$ cat src/rtl/pll_lock_monitor.sv
// Multi-channel PLL lock supervisor: synchronizes raw lock flags, tracks each
// channel through acquire/lock/loss with a lock timeout, and counts lock errors.
module pll_lock_monitor #(
    parameter int unsigned NUM_CH       = 2,
    parameter int unsigned SYNC_STAGES  = 2,
    parameter int unsigned LOCK_TIMEOUT = 1024,
    parameter int unsigned ERR_CNT_W    = 3
) (
    input  logic                          clk,
    input  logic                          rst_n,
    input  logic [NUM_CH-1:0]             pll_lock,
    input  logic [NUM_CH-1:0]             ch_en,
    input  logic                          clr,
    output logic [NUM_CH-1:0]             lock_sync,
    output logic [NUM_CH-1:0]             ch_locked,
    output logic [NUM_CH-1:0]             ch_fail,
    output logic                          all_locked,
    output logic                          err_any,
    output logic [NUM_CH*ERR_CNT_W-1:0]   err_cnt
);

    localparam int unsigned          TMR_W    = $clog2(LOCK_TIMEOUT + 1);
    localparam logic [TMR_W-1:0]     TMR_LAST = TMR_W'(LOCK_TIMEOUT - 1);
    localparam logic [ERR_CNT_W-1:0] ERR_MAX  = '1;

    typedef enum logic [2:0] {
        ST_IDLE,
        ST_WAIT,
        ST_LOCKED,
        ST_LOST,
        ST_FAIL
    } state_t;

    logic [NUM_CH-1:0][SYNC_STAGES-1:0] r_sync;
    logic [NUM_CH-1:0]                  r_prev;
    logic [NUM_CH-1:0]                  r_en;
    logic [NUM_CH-1:0]                  w_rise;
    logic [NUM_CH-1:0]                  w_fall;
    logic [NUM_CH-1:0]                  w_err_nz;

    always_ff @(posedge clk or negedge rst_n) begin
        if (!rst_n) begin
            r_sync <= '0;
            r_prev <= '0;
            r_en   <= '0;
        end else begin
            for (int unsigned i = 0; i < NUM_CH; i++) begin
                r_sync[i] <= {r_sync[i][SYNC_STAGES-2:0], pll_lock[i]};
            end
            r_prev <= lock_sync;
            r_en   <= ch_en;
        end
    end

    assign w_rise = lock_sync & ~r_prev;
    assign w_fall = ~lock_sync & r_prev;

    for (genvar gi = 0; gi < NUM_CH; gi++) begin : g_ch
        state_t               r_state;
        logic [TMR_W-1:0]     r_timer;
        logic [ERR_CNT_W-1:0] r_err;

        always_ff @(posedge clk or negedge rst_n) begin
            if (!rst_n) begin
                r_state <= ST_IDLE;
                r_timer <= '0;
                r_err   <= '0;
            end else begin
                if (!ch_en[gi]) begin
                    r_state <= ST_IDLE;
                    r_timer <= '0;
                end else begin
                    case (r_state)
                        ST_IDLE: begin
                            r_state <= ST_WAIT;
                            r_timer <= '0;
                        end
                        ST_WAIT, ST_LOST: begin
                            // A rise on the expiry cycle still counts as a lock.
                            if (w_rise[gi]) begin
                                r_state <= ST_LOCKED;
                            end else if (r_timer == TMR_LAST) begin
                                if (clr) begin
                                    r_state <= ST_WAIT;
                                    r_timer <= '0;
                                end else begin
                                    r_state <= ST_FAIL;
                                    if (r_err != ERR_MAX) r_err <= r_err + 1'b1;
                                end
                            end else begin
                                r_timer <= r_timer + 1'b1;
                            end
                        end
                        ST_LOCKED: begin
                            if (w_fall[gi]) begin
                                r_state <= ST_LOST;
                                r_timer <= '0;
                                if (r_err != ERR_MAX) r_err <= r_err + 1'b1;
                            end
                        end
                        ST_FAIL: begin
                            if (clr) begin
                                r_state <= ST_WAIT;
                                r_timer <= '0;
                            end
                        end
                        default: begin
                            r_state <= ST_IDLE;
                            r_timer <= '0;
                        end
                    endcase
                end
                // Clear is last so it overrides any increment above.
                if (clr) r_err <= '0;
            end
        end

        assign lock_sync[gi]                      = r_sync[gi][SYNC_STAGES-1];
        assign ch_locked[gi]                      = (r_state == ST_LOCKED);
        assign ch_fail[gi]                        = (r_state == ST_FAIL);
        assign err_cnt[gi*ERR_CNT_W +: ERR_CNT_W] = r_err;
        assign w_err_nz[gi]                       = |r_err;
    end

    assign all_locked = (|r_en) & (&(ch_locked | ~r_en));
    assign err_any    = |{ch_fail, w_err_nz};

endmodule

$ cat config.mk
export PLATFORM = sky130hd
export DESIGN_NAME = pll_lock_monitor
export DESIGN_NICKNAME = d
export VERILOG_FILES = /design/src/rtl/pll_lock_monitor.sv
export SDC_FILE = /design/constraint.sdc
export NUM_CORES = 1
export LEC_CHECK = 0
export ABC_AREA = 1
export BUFFER_PORTS_ARGS = -buffer_cell sky130_fd_sc_hd__buf_2
export CAP_MARGIN = 20
export CORE_ASPECT_RATIO = 1.4
export CORE_MARGIN = 2
export CORE_UTILIZATION = 53
export CTS_CLUSTER_SIZE = 40
export DETAILED_ROUTE_END_ITERATION = 7
export HOLD_SLACK_MARGIN = 0.08
export PLACE_DENSITY = 0.72
export SLEW_MARGIN = 5
export SYNTH_ARGS = -nofsm -noshare
export SYNTH_HDL_FRONTEND = slang
export SYNTH_SLANG_ARGS = --single-unit
$ cat constraint.sdc
create_clock -name clk -period 1.45 [get_ports clk]
set_clock_uncertainty 0.05 [all_clocks]
set_input_delay 0.0725 -clock clk [delete_from_list [all_inputs] [get_ports clk]]
set_output_delay 0.0725 -clock clk [all_outputs]
set_load 0.05 [all_outputs]
==> impl_metrics.prom <==
# TYPE chip_impl_metric gauge
chip_impl_info{name="status",value="complete, but fails checks"} 1
chip_impl_info{name="violations",value="setup timing"} 1
chip_impl_metric{name="utilization",unit="%"} 82.2
chip_impl_metric{name="top_level_ports",unit=""} 21
chip_impl_metric{name="fin_tns_setup",unit="ps"} -1950
chip_impl_metric{name="routed_wire_length_per_instance",unit="um"} 16.5
chip_impl_metric{name="detailedRoute.firstIterationViolations",unit=""} 213
chip_impl_info{name="timing.rr.end",value="g_ch[1].r_err[0]"} 1
chip_impl_metric{name="yosysUniqueCellTypes",unit=""} 33
chip_impl_metric{name="layout.filler_cells",unit=""} 317
chip_impl_metric{name="num_vias",unit=""} 3226
chip_impl_metric{name="worst-slew-pin-transition",unit="ps"} 377
chip_impl_metric{name="syn_to_final_growth",unit="%"} 49.3
chip_impl_metric{name="crit_arrival",unit="ps"} 1490
chip_impl_metric{name="die_area",unit="um2"} 5970
chip_impl_metric{name="grt_antenna_before_repair",unit=""} 0
chip_impl_metric{name="detail_route.vias_per_cell",unit=""} 5.69
chip_impl_metric{name="post-route-min-period",unit="ps"} 1610
chip_impl_info{name="min_to",value="g_ch[0].r_timer[3]"} 1
chip_impl_metric{name="hpwl",unit="mm"} 5.67
chip_impl_metric{name="max_slew_margin",unit="%"} 74.8
chip_impl_metric{name="cts_num_sinks",unit=""} 42
chip_impl_metric{name="fp.dieH",unit="um"} 90.7
chip_impl_metric{name="fmaxAchievable",unit="GHz"} 0.621
chip_impl_info{name="tritoncts",value="built"} 1
chip_impl_metric{name="grt_use_total",unit="%"} 29.6
chip_impl_metric{name="ys_warn_count",unit=""} 0
chip_impl_metric{name="cts_buffer_depth",unit=""} 2
chip_impl_metric{name="synth_seq_cells",unit=""} 42
chip_impl_metric{name="holdWs",unit="ps"} 121
chip_impl_metric{name="clock_slew_seen_by_the_registers_of_the_worst_setup_and_hold_paths",unit="ps"} 90
chip_impl_metric{name="weighted_congestion_reported_at_the_end_of_routability_driven_placement",unit=""} 0.840
chip_impl_metric{name="layout_cells_sized_above_1",unit="%"} 47.3
chip_impl_metric{name="syn-cell-area",unit="um2"} 2840
chip_impl_metric{name="antennaDiodeCount",unit=""} 0
chip_impl_metric{name="fp.dieW",unit="um"} 65.9
chip_impl_metric{name="cts.htree.levels",unit=""} 2
chip_impl_metric{name="ys_seq_area_share",unit="%"} 37.0
chip_impl_metric{name="finalSetupViolations",unit=""} 32
chip_impl_info{name="rsz0062_at_grt",value="true"} 1
chip_impl_metric{name="route.antenna.remaining_nets",unit=""} 0
chip_impl_metric{name="worst_ir_drop_vdd",unit="V"} 0.000776
chip_impl_metric{name="grt_pass1_wl",unit="mm"} 13.6
chip_impl_metric{name="crit_path_max_fanout",unit=""} 4
chip_impl_metric{name="core",unit="um2"} 5160
chip_impl_metric{name="finish.net_count",unit=""} 514
chip_impl_info{name="start_kind",value="flop"} 1
chip_impl_metric{name="postLayoutSetupSlackWorst",unit="ps"} -160
chip_impl_metric{name="count_of_final_hold_check_violations",unit=""} 0
chip_impl_metric{name="timing.critical_path.required",unit="ps"} 1330
chip_impl_metric{name="globalRoute.totalOverflow",unit=""} 0
chip_impl_metric{name="place.port_buffers",unit=""} 20
chip_impl_metric{name="totalPowerFinal",unit="mW"} 4.11
chip_impl_metric{name="slew_violations",unit=""} 0
chip_impl_metric{name="synth_fp_nets",unit=""} 419
chip_impl_metric{name="maxcap_violations",unit=""} 0
chip_impl_metric{name="timing.reg2reg.setup_slack",unit="ps"} -120
chip_impl_metric{name="initial_core_util",unit="%"} 55.1
chip_impl_metric{name="postSynthCellCount",unit=""} 405
chip_impl_metric{name="number_of_iterations_in_the_first_detailed_routing_pass",unit=""} 5
chip_impl_metric{name="route.final.wire_length",unit="mm"} 9.36
chip_impl_metric{name="cts_buffers",unit=""} 5
chip_impl_metric{name="postSynthAreaPerCell",unit="um2"} 7.02
chip_impl_info{name="worst_setup_path_end_kind",value="output port"} 1
chip_impl_info{name="ctsRootBufferMaster",value="sky130_fd_sc_hd__clkbuf_8"} 1
chip_impl_info{name="hold_path_class",value="input pin to flop"} 1
chip_impl_metric{name="ratio_of_final_minimum_period_to_clock_period",unit="%"} 111
chip_impl_metric{name="worst_skew_pair.late_latency",unit="ps"} 310
chip_impl_metric{name="hold_depth",unit=""} 4
chip_impl_info{name="critPathKind",value="flop to output port"} 1
chip_impl_metric{name="depth_of_the_worst_register_to_register_path",unit=""} 9
chip_impl_metric{name="power.density_cell_area",unit="nW/um2"} 968
chip_impl_metric{name="drt_drc_violations_left",unit=""} 0
chip_impl_metric{name="pin_count_of_the_biggest_net_entering_global_routing",unit=""} 30
chip_impl_metric{name="placementRows",unit=""} 31
chip_impl_metric{name="power.static_leakage",unit="nW"} 2.16
chip_impl_info{name="launching_point_of_the_worst_reg2reg_path",value="g_ch[1].r_state[2]"} 1
chip_impl_metric{name="first_global_vias",unit=""} 3077
chip_impl_info{name="worst_hold_start",value="clr"} 1
power breakdown:
part | leakage [nW] | total [mW] | switching (mW) | internal (mW)
logic | 1.55 | 1.76 | 1.07 | 0.690
clock network | 0.0585 | 1.01 | 0.444 | 0.562
registers | 0.549 | 1.34 | 0.0788 | 1.26
total | 2.16 | 4.11 | 1.59 | 2.51
placed cells by master, fill, tap and decap left out, drive strengths merged, types with 2 or more instances in the layout:
cell         instances
xnor2                3
buf                 94
nor2                43
clkinv               2
clkbuf               7
dlygate4sd3          5
dfrtp               42
ha                   7
a31oi                2
nand4               10
xor2                 3
o21ai               14
nand3               62
nor3                 2
inv                 48
a21oi                6
nand2              144
sequential cells by signal, summed over array words and instances (netlist names):
signal        cells
g_ch.r_err        6
g_ch.r_state      6
r_en              2
g_ch.r_timer     22
lock_sync         2
r_sync            2
r_prev            2
cell families (layout without fill, tap and decap cells):
group	after synthesis	after routing	synth area share, %
AND/OR/NAND/NOR	263	263	43.8
buffers and inverters	61	157	9.20
flip-flops	42	42	37.0
AO/OA/AOI/OAI	26	26	5.11
adder cells (fa/ha/maj)	7	7	3.08
XOR/XNOR	6	6	1.85
worst max-delay path, cell delays in order, from the launching register on:
cell and delay [ps]:
sky130_fd_sc_hd__dfrtp_1 410, sky130_fd_sc_hd__inv_2 140, sky130_fd_sc_hd__nand3_4 100, sky130_fd_sc_hd__buf_6 130, sky130_fd_sc_hd__nand2_2 50, sky130_fd_sc_hd__o21ai_2 50
sky130_fd_sc_hd__a21oi_2 120, sky130_fd_sc_hd__buf_6 170
routing by layer:
metal | track usage (%) | wire length, um | vias up
li1 | - | - | 1485
met1 | 29.0 | 3310 | 1560
met2 | 57.3 | 5270 | 140
met3 | 4.86 | 343 | 41
met4 | 13.7 | 444 | 0
met5 | 0 | 0 | -
what timing repair did:
item,CTS,global route
pin swaps,35,34
endpoints found under the setup margin,31,39
hold buffers,5,0
hold endpoints to repair,52,0
gates resized for setup,58,64
cloned,0,0
setup buffers,12,6
synth_stat cells (all sizes together):
cell / n / area share (%)
nand3: 62 / 12
o211ai: 1 / 0.26
nand3b: 1 / 0.26
buf: 11 / 2.6
nand2: 144 / 20
ha: 7 / 3.1
a21oi: 6 / 1.1
clkinv: 2 / 0.26
nor4: 1 / 0.22
o2111ai: 1 / 0.31
xnor2: 3 / 0.92
nor2: 43 / 8.1
a31oi: 2 / 0.44
xor2: 3 / 0.92
nand4: 10 / 2.2
inv: 48 / 6.3
a31o: 1 / 0.31
dfrtp: 42 / 37
nor3: 2 / 0.53
o21ai: 14 / 2.5
a21o: 1 / 0.26
how the worst max path moves through the flow:
stage,slack (ps),start,end,cells after the start
after global placement,-50,g_ch[0].r_err[1],g_ch[0].r_err[0],9
after detailed placement,-70,g_ch[1].r_timer[0],g_ch[1].r_timer[3],9
after global routing,-200,g_ch[1].r_state[2],all_locked,7
after floorplan,-100,g_ch[0].r_err[0],g_ch[0].r_err[1],8
final,-160,g_ch[1].r_state[2],all_locked,7
after CTS,-100,g_ch[1].r_state[0],all_locked,7
stage by stage:
step           worst slack [ps]  instance area [um2]  cells
2_1_floorplan             -97.8                 2930    405
3_5_place_dp              -65.4                 3480    537
4_1_cts                    -101                 3950    562
6_report                   -160                 4240    567
5_1_grt                    -205                 4240    567
3_3_place_gp              -48.7                 3480    537
area by class of cell:
type / instances / area (um2) / area share (%)
clock buffer: 7 / 86.3 / 2.03
clock inverter: 1 / 30.0 / 0.708
inverter: 50 / 210 / 4.95
multi-input combinational: 302 / 1980 / 46.7
sequential: 42 / 1060 / 25.0
timing repair buffer: 99 / 791 / 18.6
tap: 66 / 82.6 / 1.95
No activity file was read; power rests on OpenSTA's default activity.
